## config.mk

```make
export PLATFORM = sky130hd
export DESIGN_NAME = bsg_manycore_sdr_reset_sequencer
export DESIGN_NICKNAME = d
export VERILOG_FILES = /design/src/rtl/bsg_manycore_pkg.sv /design/src/rtl/bsg_counter_clear_up.sv /design/src/rtl/bsg_manycore_sdr_reset_sequencer.sv
export SDC_FILE = /design/constraint.sdc
export NUM_CORES = 1
export LEC_CHECK = 0
export CORE_UTILIZATION = 45
export DETAILED_ROUTE_END_ITERATION = 8
export DONT_BUFFER_PORTS = 1
export GPL_ROUTABILITY_DRIVEN = 0
export PLACE_DENSITY = 0.64
export SLEW_MARGIN = 5
export SYNTH_ARGS = -nofsm -noshare
export SYNTH_HDL_FRONTEND = slang
export SYNTH_SLANG_ARGS = --single-unit
```

## constraint.sdc

```tcl
create_clock -name clk_i -period 5.04 [get_ports clk_i]
set_input_delay 1.008 -clock clk_i [delete_from_list [all_inputs] [get_ports clk_i]]
set_output_delay 1.008 -clock clk_i [all_outputs]
set_load 0.01 [all_outputs]
```

## src/rtl/bsg_manycore_pkg.sv

```systemverilog
// Types shared between the SDR reset sequencer and the link adapter integrator.
package bsg_manycore_pkg;

   // Per-direction link disables, MSB first in the order the adapter expects.
   typedef struct packed {
      logic rev_o;
      logic rev_i;
      logic fwd_o;
      logic fwd_i;
   } bsg_manycore_link_disable_s;

endpackage

```

## src/rtl/bsg_counter_clear_up.sv

```systemverilog
// Up counter with synchronous reset and a clear that wins over increment.
module bsg_counter_clear_up
   #(parameter int max_val_p    = 31
    ,parameter int init_val_p   = 0
    ,parameter int ptr_width_lp = $clog2(max_val_p + 1)
   )
   (input  logic                    clk_i
   ,input  logic                    reset_i
   ,input  logic                    clear_i
   ,input  logic                    up_i
   ,output logic [ptr_width_lp-1:0] count_o
   );

   localparam logic [ptr_width_lp-1:0] lp_max  = ptr_width_lp'(max_val_p);
   localparam logic [ptr_width_lp-1:0] lp_init = ptr_width_lp'(init_val_p);

   logic [ptr_width_lp-1:0] r_count;

   always_ff @(posedge clk_i) begin
      if (reset_i)
         r_count <= lp_init;
      else if (clear_i)
         r_count <= {ptr_width_lp{1'b0}};
      else if (up_i)
         r_count <= (r_count == lp_max) ? {ptr_width_lp{1'b0}} : r_count + ptr_width_lp'(1);
      else
         r_count <= r_count;
   end

   assign count_o = r_count;

endmodule

```

## src/rtl/bsg_manycore_sdr_reset_sequencer.sv

```systemverilog
// Ordered reset release for one manycore SDR link edge: token pulse, then
// uplink, downlink and downstream resets drop one gap apart.
module bsg_manycore_sdr_reset_sequencer
   import bsg_manycore_pkg::*;
   #(parameter int gap_cycles_p = 32)
   (input  logic       clk_i
   ,input  logic       reset_i
   ,input  logic       start_i
   ,input  logic [3:0] disable_i
   ,output logic       uplink_reset_o
   ,output logic       downlink_reset_o
   ,output logic       downstream_reset_o
   ,output logic       token_reset_o
   ,output logic [3:0] disable_o
   ,output logic       done_o
   );

   localparam int gap_width_lp = $clog2(gap_cycles_p);
   localparam logic [gap_width_lp-1:0] lp_gap_last = gap_width_lp'(gap_cycles_p - 1);

   typedef enum logic [5:0] {
      S_HOLD       = 6'b000001,
      S_TOKEN      = 6'b000010,
      S_TOKEN_WAIT = 6'b000100,
      S_UPLINK     = 6'b001000,
      S_DOWNLINK   = 6'b010000,
      S_DONE       = 6'b100000
   } state_e;

   state_e                     r_state;
   logic                       r_uplink_reset;
   logic                       r_downlink_reset;
   logic                       r_downstream_reset;
   logic                       r_token_reset;
   logic                       r_done;
   bsg_manycore_link_disable_s r_disable;

   logic [gap_width_lp-1:0] w_count;
   logic                    w_in_done;
   logic                    w_legal;
   logic                    w_advance;

   assign w_in_done = (r_state == S_DONE);
   assign w_legal   = r_state inside {S_HOLD, S_TOKEN, S_TOKEN_WAIT, S_UPLINK, S_DOWNLINK, S_DONE};
   // A corrupted one-hot state forces a transition so it recovers to S_HOLD.
   assign w_advance = ~w_legal | (w_in_done ? start_i : (w_count == lp_gap_last));

   bsg_counter_clear_up
      #(.max_val_p (gap_cycles_p - 1)
       ,.init_val_p(0)
      )
   gap_counter
      (.clk_i  (clk_i)
      ,.reset_i(reset_i)
      ,.clear_i(w_advance)
      ,.up_i   (~w_in_done)
      ,.count_o(w_count)
      );

   // Outputs are loaded with the next state's values so each is a clean flop.
   always_ff @(posedge clk_i) begin
      if (reset_i) begin
         r_state            <= S_HOLD;
         r_uplink_reset     <= 1'b1;
         r_downlink_reset   <= 1'b1;
         r_downstream_reset <= 1'b1;
         r_token_reset      <= 1'b0;
         r_done             <= 1'b0;
         r_disable          <= disable_i;
      end
      else if (w_advance) begin
         case (r_state)
            S_HOLD: begin
               r_state       <= S_TOKEN;
               r_token_reset <= 1'b1;
            end
            S_TOKEN: begin
               r_state       <= S_TOKEN_WAIT;
               r_token_reset <= 1'b0;
            end
            S_TOKEN_WAIT: begin
               r_state        <= S_UPLINK;
               r_uplink_reset <= 1'b0;
            end
            S_UPLINK: begin
               r_state          <= S_DOWNLINK;
               r_downlink_reset <= 1'b0;
            end
            S_DOWNLINK: begin
               r_state            <= S_DONE;
               r_downstream_reset <= 1'b0;
               r_done             <= 1'b1;
            end
            S_DONE: begin
               r_state            <= S_HOLD;
               r_uplink_reset     <= 1'b1;
               r_downlink_reset   <= 1'b1;
               r_downstream_reset <= 1'b1;
               r_token_reset      <= 1'b0;
               r_done             <= 1'b0;
               r_disable          <= disable_i;
            end
            default: begin
               r_state            <= S_HOLD;
               r_uplink_reset     <= 1'b1;
               r_downlink_reset   <= 1'b1;
               r_downstream_reset <= 1'b1;
               r_token_reset      <= 1'b0;
               r_done             <= 1'b0;
            end
         endcase
      end
      else begin
         r_state <= r_state;
      end
   end

   assign uplink_reset_o     = r_uplink_reset;
   assign downlink_reset_o   = r_downlink_reset;
   assign downstream_reset_o = r_downstream_reset;
   assign token_reset_o      = r_token_reset;
   assign done_o             = r_done;
   assign disable_o          = r_disable;

endmodule

```

==> results by group, run 1 <==
Status
  – Status: finished, final reports clean

Power and ir drop
  – Clk pwr share: between 30% and 40%
  – Combinational share of power: 8.8%
  – Sequential group share of total power: about 53%
  – Switching Share: roughly 22%
  – Cell Pwr Density: around 330 nW/um^2
  – Internal: 0.2665 mW
  – Sw Pwr: about 0.075 mW
  – Highest ir drop seen on vdd: between 0.15 and 0.2 mV
  – Leak Pwr: 0.3897 nW

Die
  – FP Rows: 16
  – Number of I/O pins: 16
  – DIE AREA: around 2400 um^2
  – Core ar.: around 2000 um^2
  – Chip width: between 40 and 50 um
  – Die height: 48.93 um
  – Initial Utilization: around half

Global route
  – Largest net degree at the start of global routing: 22
  – Total grt overflow: 0
  – First-pass GRT wire length: 3146 um
  – Initial antenna violation count: 0
  – Vias in the first global route: approximately 710
  – Overall Global Routing Usage: approximately 17%

Synth
  – Main synth FF type: dfxtp_1
  – Complex-gate fraction of the synthesized area: ~15%
  – XOR/XNOR Fraction of Synth Area: between 5 and 6%
  – Cell taking the most area after synthesis: dfxtp_1
  – Post-synth EDFFs: 4
  – Area of the mapped netlist: 991.0 um^2
  – Post-synthesis mux area share: 2.020%
  – Post-synth ARST share: 0%
  – Simple-gate portion of the synthesized area: a little over a quarter
  – Synth Warn #: 0
  – Number of synthesized register bits: 20
  – Adder-cell share of the synthesized area: under 10%
  – Mapped Cells: around 100
  – Post-synth top area share: between 30% and 40%
  – Number of distinct library cells after synthesis: 38
  – Avg Cell Area, Syn: 9.715 um^2
  – Main combinational cell family by area after synthesis: simple AND/OR/NAND/NOR gates
  – Post-synthesis net count: roughly 110
  – Synth top area cells: dfxtp_1 (32%), edfxtp_1 (12%), nor3_1 (3.5%), o21ai_1 (3.5%), xor2_1 (3.5%)
  – Sequential fraction of the synthesis area: 44.44%

CTS
  – Root buffer cell: clkbuf_4
  – CTS tree: yes
  – Clock-pin transition on the worst setup and hold timing paths: about 0.11 ns
  – Post-CTS Hold Fix Bufs: 0
  – Num CTS Buffers: 3
  – Clock latency on the worst-skew pair: roughly 0.30 ns
  – Setup repair bufs after CTS: 0
  – Clock sinks: 20
  – PostCTS Resize Cnt: 0
  – CTS H-tree depth: 1
  – Clk buf depth: 2

Critical path
  – Worst Setup EP: gap_counter.count_o[3]$_SDFFE_PP0N_
  – Worst Path Arrival: roughly 2.1 ns
  – Worst Path Required: 5.27 ns
  – Reg2reg end: gap_counter.count_o[3]$_SDFFE_PP0N_
  – Worst-path cell chain: ha_1, and3_1, ha_1, o21ai_1, nand2_1, nor3_1
  – Crit Path Category: reg -> reg
  – Reg-to-reg setup timing slack: between 3 and 4 ns
  – CP max stage delay: 0.36 ns
  – Element type at the critical path end: flip-flop
  – Start of the worst register-to-register path: gap_counter.count_o[0]$_SDFFE_PP0N_
  – Crit-path max FO: 7
  – Slowest CP cell: dfxtp_1
  – Worst Setup SP: gap_counter.count_o[0]$_SDFFE_PP0N_
  – Startpoint type of the worst setup path: flip-flop
  – Worst path most repeated cell: ha_1
  – Reg2Reg Depth: 6

STA
  – Fin. max-slew vios: 0
  – Fin crit period: roughly 1.9 ns
  – Final Hold Vio Count: 0
  – Worst slew margin: ~75%
  – Max frequency: ~540 MHz
  – Final-report setup violation count: 0
  – Final period util: approximately 37%
  – Pin slew with the least headroom to its limit: approximately 0.37 ns
  – Worst Skew: 0.001141 ns
  – RSZ-0062 raised after global routing: false
  – Setup_tns: 0 ns

Run
  – Max-Cap Viols: 0

Placement
  – Post-detailed-placement half-perimeter wirelength: approximately 1300 um
  – DP Cell Count: 124
  – PortBufs: 0

Min path
  – Hold Crit Class: reg -> reg
  – Hold-critical path depth: 2

Routing
  – Detail Route Antenna Nets: 0
  – Via count: between 700 and 800
  – WL final: ~1800 um
  – DR iter-0 viols: 17
  – DRC: 0
  – Routed length per instance: ~14 um
  – 1st-pass router iterations: 4
  – Vias per cell: approximately 6

Finish
  – Antenna diodes: 0
  – Most common cell after layout, fill and taps aside: dfxtp_1
  – Finished Layout Cells: ~130
  – Layout Nets: ~110
  – Commonest cells after routing, fill and taps aside: dfxtp_1 (16), nor3_1 (7), nor2_1 (7), o21ai_1 (7), a21oi_1 (6)
  – Fraction of layout cells with a size suffix above 1: 8.911%
  – Area Overhead vs Synth: 5.177%
  – Fill count: 192
state kept, by name, indices dropped and copies added (netlist names):
signal / cells
downlink_reset_o: 1
r_state: 6
disable_o: 4
downstream_reset_o: 1
gap_counter.count_o: 5
token_reset_o: 1
done_o: 1
uplink_reset_o: 1
critical path: cells and delay by family, from the launching register on:
family | cells | cell delay (ns)
AOI/OAI and AO/OA | 1 | 0.28
adders and majority gates | 2 | 0.48
DFF | 1 | 0.36
and+or+nand+nor | 3 | 0.66
cell usage after synthesis (2+ instances only):
library cell / instances
nand2b_1: 4
buf_6: 2
nor3b_1: 2
mux2i_1: 2
xnor2_1: 2
ha_1: 2
dfxtp_1: 16
edfxtp_1: 4
nor2_1: 7
o21ai_1: 7
a21oi_1: 6
a211o_1: 2
nand4_1: 2
nor3_1: 7
nand2_1: 4
and3_1: 3
xor2_1: 4
nand3_1: 4
clkbuf_1: 2
nor2b_1: 2
per-stage QoR:
step           cell area (um^2)  util (%)  setup slack [ns]  hold WS, ns  power, mW
2_1_floorplan             991.0         -             3.017       0.4866     0.2111
3_5_place_dp              989.7     48.95             3.027       0.5119     0.2147
3_3_place_gp              989.7     48.95             3.100       0.5007     0.2141
5_1_grt                    1042     51.55             3.021       0.5611     0.3583
6_report                   1042     51.55             3.185       0.5264     0.3420
4_1_cts                    1042     51.55             3.174       0.5285     0.3462
area by class of cell:
cell class	count	area [um^2]	area share (%)
multi-input combinational	77	515.5	49.46
sequential	20	440.4	42.26
tap	27	33.78	3.241
clock inverter	1	30.03	2.881
clock buffer	3	22.52	2.161
power by group through the flow:
stage / Sequential, mW / Clock (mW) / Combinational, mW
CTS: 0.181 / 0.135 / 0.0306
finish: 0.181 / 0.131 / 0.0302
detailed placement: 0.185 / 0 / 0.0301
global placement: 0.185 / 0 / 0.0295
floorplan: 0.180 / 0 / 0.0306
global route: 0.182 / 0.142 / 0.0336
routing by layer:
metal / global-route usage [%] / part of all wire, % / up-vias
met3: 5.607 / 5.6 / 0
li1: - / - / 375
met2: 27.78 / 49 / 19
met4: 2.941 / 0 / 0
met5: 0 / 0 / -
met1: 22.55 / 45 / 355
worst min path at each step:
stage | start | endpoint | slack (ns)
floorplan | token_reset_o$_SDFFE_PP0P_ | token_reset_o$_SDFFE_PP0P_ | 0.49
detailed placement | done_o$_SDFFE_PP0P_ | done_o$_SDFFE_PP0P_ | 0.51
global route | done_o$_SDFFE_PP0P_ | done_o$_SDFFE_PP0P_ | 0.56
finish | token_reset_o$_SDFFE_PP0P_ | token_reset_o$_SDFFE_PP0P_ | 0.53
global placement | token_reset_o$_SDFFE_PP0P_ | token_reset_o$_SDFFE_PP0P_ | 0.50
CTS | done_o$_SDFFE_PP0P_ | done_o$_SDFFE_PP0P_ | 0.53
cells by family (layout without fill, tap and decap cells):
kind of cell	after synthesis	in the layout
AO/OA/AOI/OAI	23	23
XOR/XNOR	6	6
adder cells (fa/ha/maj)	2	2
buffers and inverters	5	4
flip-flops	20	20
multiplexers	2	2
AND/OR/NAND/NOR	44	44
Power figures use the tool's default switching activity.
==> inputs of run 2 (changes only) <==
--- a/config.mk
+++ b/config.mk
@@ -5,11 +5,12 @@
 export SDC_FILE = /design/constraint.sdc
 export NUM_CORES = 1
 export LEC_CHECK = 0
+export ABC_AREA = 1
 export CORE_UTILIZATION = 45
 export DETAILED_ROUTE_END_ITERATION = 8
 export DONT_BUFFER_PORTS = 1
 export GPL_ROUTABILITY_DRIVEN = 0
-export PLACE_DENSITY = 0.64
+export PLACE_DENSITY = 0.66
 export SLEW_MARGIN = 5
 export SYNTH_ARGS = -nofsm -noshare
 export SYNTH_HDL_FRONTEND = slang
==> constraint.sdc (replaced) <==
create_clock -name clk_i -period 1.6 [get_ports clk_i]
set_input_delay 0.32 -clock clk_i [delete_from_list [all_inputs] [get_ports clk_i]]
set_output_delay 0.32 -clock clk_i [all_outputs]
set_load 0.01 [all_outputs]
==> run 2 against run 1 <==
  * Wire length grew 7.1%
  * Count of clock-buffer cells in the layout grew 1
  * Via count grew 3.7%
  * Die area grew 7.4%
  * Clock skew grew 0.011 ns
  * Non-clock buffer count grew 1
  * Combinational power grew to 40 times the previous value
  * Critical path depth grew 3
  * Core utilization grew 2.0 points
  * Worst setup slack lost 3.1 ns
  * Final cell count grew 22%
  * Critical path type unchanged
==> results by group, run 2 <==
Synth
  – Complex-gate fraction of the synthesized area: 10.90% (-4.0 points)
  – Post-synth ARST share: 0% (unchanged)
  – Main synth FF type: dfxtp_1
  – Simple-gate portion of the synthesized area: 37.51% (+10 points)
  – Post-synth top cells: nand2_1 (23), dfxtp_1 (16), nor2_1 (14)
  – Number of synthesized register bits: 20 (unchanged)
  – Post-synthesis net count: 132 (+19%)
  – Sequential fraction of the synthesis area: 41.27% (-3.2 points)
  – Post-synth EDFFs: 4 (unchanged)
  – XOR/XNOR Fraction of Synth Area: 1.641% (-3.7 points)
  – Cell taking the most area after synthesis: dfxtp_1
  – Synth Warn #: 0 (unchanged)
  – Post-synth top area share: 30.01% (-2.3 points)
  – Post-synthesis mux area share: 0% (-2.0 points)
  – Most common cell in the synthesized netlist: nand2_1
  – Main combinational cell family by area after synthesis: simple AND/OR/NAND/NOR gates
  – Area of the mapped netlist: 1067 um^2 (+7.7%)
  – Synth top area cells: dfxtp_1 (30%), edfxtp_1 (11%), nand2_1 (8.1%), nor2_1 (4.9%), nand3_4 (4.9%)
  – Adder-cell share of the synthesized area: 2.345% (-0.18 points)
  – Avg Cell Area, Syn: 8.677 um^2 (-11%)
  – Number of distinct library cells after synthesis: 29 (-24%)
  – Mapped Cells: 123 (+21%)

Finish
  – Layout Nets: 138 (+24%)
  – Post-layout util: 53.50% (+2.0 points)
  – Antenna diodes: 0 (unchanged)
  – FF+latch area: 445.4 um^2 (+1.1%)
  – Top reg by flops: r_state
  – Commonest cells after routing, fill and taps aside: nand2_1 (22), nor2_1 (14), dfxtp_1 (14)
  – Most common cell after layout, fill and taps aside: nand2_1
  – Multi-input gate area: 598.1 um^2 (+16%)
  – Fill count: 212 (+10%)
  – Max reg flops: 6 (unchanged)
  – Area Overhead vs Synth: 11.96%
  – Fraction of layout cells with a size suffix above 1: 35.94% (+27 points)
  – Finished Layout Cells: 156 (+22%)

Global route
  – First-pass GRT wire length: 3332 um (+5.9%)
  – Overall Global Routing Usage: 17.11% (-0.053 points)
  – Largest net degree at the start of global routing: 12 (-45%)
  – Vias in the first global route: 770 (+9.1%)
  – Initial antenna violation count: 0 (unchanged)
  – Total grt overflow: 0 (unchanged)

STA
  – Worst Skew: 0.01216 ns (+0.01102 ns)
  – Pin slew with the least headroom to its limit: 0.3927 ns (+0.02648 ns)
  – Setup WS post-layout: 0.09015 ns (-3.095 ns)
  – Final-report setup violation count: 0 (unchanged)
  – Fin. max-slew vios: 0 (unchanged)
  – Max frequency: 662.3 MHz (+23%)
  – RSZ-0062 raised after global routing: false
  – Final Hold Vio Count: 0 (unchanged)
  – Setup_tns: 0 ns (unchanged)
  – WHS: 0.08001 ns (-0.4464 ns)
  – Worst slew margin: 73.79% (-1.6 points)
  – Fin crit period: 1.510 ns (-0.3449 ns)
  – Final period util: 94.37% (+58 points)

CTS
  – Root buffer cell: clkbuf_4
  – Clk buf depth: 2 (unchanged)
  – Clock latency on the worst-skew pair: 0.29 ns (about the same)
  – Num CTS Buffers: 3 (unchanged)
  – CTS H-tree depth: 1 (unchanged)
  – Clock-pin transition on the worst setup and hold timing paths: 0.12 ns (about the same)
  – Clock sinks: 20 (unchanged)
  – CTS tree: yes
  – Post-CTS Hold Fix Bufs: 0 (unchanged)

Power and ir drop
  – Sw Pwr: 1.037 mW (+1300%)
  – Highest ir drop seen on vdd: 1.470 mV (+690%)
  – Clk pwr share: 12.5% (-26 points)
  – Cell Pwr Density: 1910 nW/um^2 (+480%)
  – Switching Share: 45.43% (+23 points)
  – Leak Pwr: 0.5109 nW (+31%)
  – Internal: 1.246 mW (+370%)
  – Sequential group share of total power: 34.8% (-18 points)
  – Combinational share of power: 52.7% (+44 points)

Routing
  – WL final: 1920 um (+7.1%)
  – Via count: 777 (+3.7%)
  – DRC: 0 (unchanged)
  – Detail Route Antenna Nets: 0 (unchanged)
  – DR iter-0 viols: 7 (-10)
  – Routed length per instance: 12.31 um (-12%)
  – Vias per cell: 4.981 (-15%)
  – 1st-pass router iterations: 4 (unchanged)

Critical path
  – Worst path most repeated cell: nand2_2
  – Element type at the critical path end: flip-flop
  – Reg2Reg Depth: 9 (+3)
  – Start of the worst register-to-register path: gap_counter.count_o[0]$_SDFFE_PP0N_
  – Startpoint type of the worst setup path: flip-flop
  – Worst-path cell chain: ha_4, and3_4, ha_2, nand2_4, nand2_8, o21ai_4, nand2_2, nand2_2, nand2_1
  – Slowest CP cell: dfxtp_4
  – Crit Path Category: reg -> reg
  – Reg-to-reg setup timing slack: 0.09 ns (-3.10 ns)
  – Crit-path max FO: 4 (-3)
  – Worst Path Required: 1.80 ns (-3.47 ns)
  – Top delay family on crit path: simple AND/OR/NAND/NOR gates
  – CP max stage delay: 0.37 ns (about the same)
  – Reg2reg end: uplink_reset_o$_SDFFE_PP1P_
  – WP buf/inv: 0 (unchanged)
  – Worst Path Arrival: 1.71 ns (-0.37 ns)

Die
  – Number of I/O pins: 16 (unchanged)
  – Die height: 50.70 um (+3.6%)
  – Core ar.: 2233 um^2 (+10%)
  – FP Rows: 17 (+1)
  – Chip width: 50.70 um (+3.6%)
  – DIE AREA: 2570 um^2 (+7.4%)
  – Initial Utilization: 47.79% (-1.2 points)

Min path
  – Worst hold endpoint: r_state[3]$_SDFFE_PP0P_
  – Hold-critical path depth: 1 (-1)
  – Min-delay src: reset_i
  – Hold Crit Class: in -> reg

Placement
  – DP Cell Count: 151 (+22%)
  – Post-detailed-placement half-perimeter wirelength: 1496 um (+15%)
  – PortBufs: 0 (unchanged)
  – Place WS: 0.005597 ns (-3.021 ns)

Status
  – Status: finished, final reports clean

Run
  – Max-Cap Viols: 0 (unchanged)
==> run 2: changes by cell type in the layout (fill, tap and decap cells not counted), sizes merged, moves of 4 or more <==
cell	change
nor3	-6
nand2b	-4
nand3	+4
nand2	+28
inv	+15
nor2	+15
==> run 2: timing repair <==
action	4_1_cts	5_1_grt
setup buffers	0	1
resized for setup	0	11
hold endpoints to repair	0	0
setup endpoints to repair	0	11
==> run 2: cell type report <==
type	count	share of cell area, %
multi-input combinational	87	50.05
clock buffer	4	3.037
timing repair buffer	1	0.6283
inverter	16	6.073
sequential	20	37.28
tap	28	2.932
==> run 2: power groups by stage <==
| stage | sequential [mW] | combinational, mW | clock (mW) |
|---|---|---|---|
| 4_1_cts | 0.778 | 1.13 | 0.298 |
| 2_1_floorplan | 0.764 | 0.964 | 0 |
| 5_1_grt | 0.809 | 1.36 | 0.314 |
| 6_report | 0.794 | 1.20 | 0.286 |
| 3_3_place_gp | 0.788 | 1.11 | 0 |
| 3_5_place_dp | 0.789 | 1.13 | 0 |
==> run 2: layer usage <==
metal  routed length, um  part of all wire [%]  GRT usage, %  up-vias
met4                  14                  0.73         4.167        0
met2                 911                    47         27.11       16
met1                 909                    47         23.52      351
li1                    -                     -             -      408
met5                   0                     0             0        -
met3                  84                   4.4         3.636        2
==> run 2: worst max-delay path by stage <==
stage                     cells after the start                       endpoint                                start
after floorplan                               9  downlink_reset_o$_SDFFE_PP1P_  gap_counter.count_o[0]$_SDFFE_PP0N_
after global placement                        9        r_state[0]$_SDFFE_PP1P_  gap_counter.count_o[0]$_SDFFE_PP0N_
after detailed placement                      9    uplink_reset_o$_SDFFE_PP1P_  gap_counter.count_o[0]$_SDFFE_PP0N_
after CTS                                     9    uplink_reset_o$_SDFFE_PP1P_  gap_counter.count_o[0]$_SDFFE_PP0N_
after global routing                          9        r_state[0]$_SDFFE_PP1P_  gap_counter.count_o[0]$_SDFFE_PP0N_
final                                         9    uplink_reset_o$_SDFFE_PP1P_  gap_counter.count_o[0]$_SDFFE_PP0N_
==> run 2: stage by stage <==
step | area (um^2) | total power [mW]
floorplan | 1067 | 1.728
global placement | 1102 | 1.897
detailed placement | 1102 | 1.914
CTS | 1139 | 2.204
global route | 1195 | 2.484
finish | 1195 | 2.283
==> run 2: kinds of logic after synthesis <==
kind of cell	count (synthesis)
simple gates	66
flops	20
compound gates	17
buf+inv	16
xor+xnor	2
fa+ha+maj	2
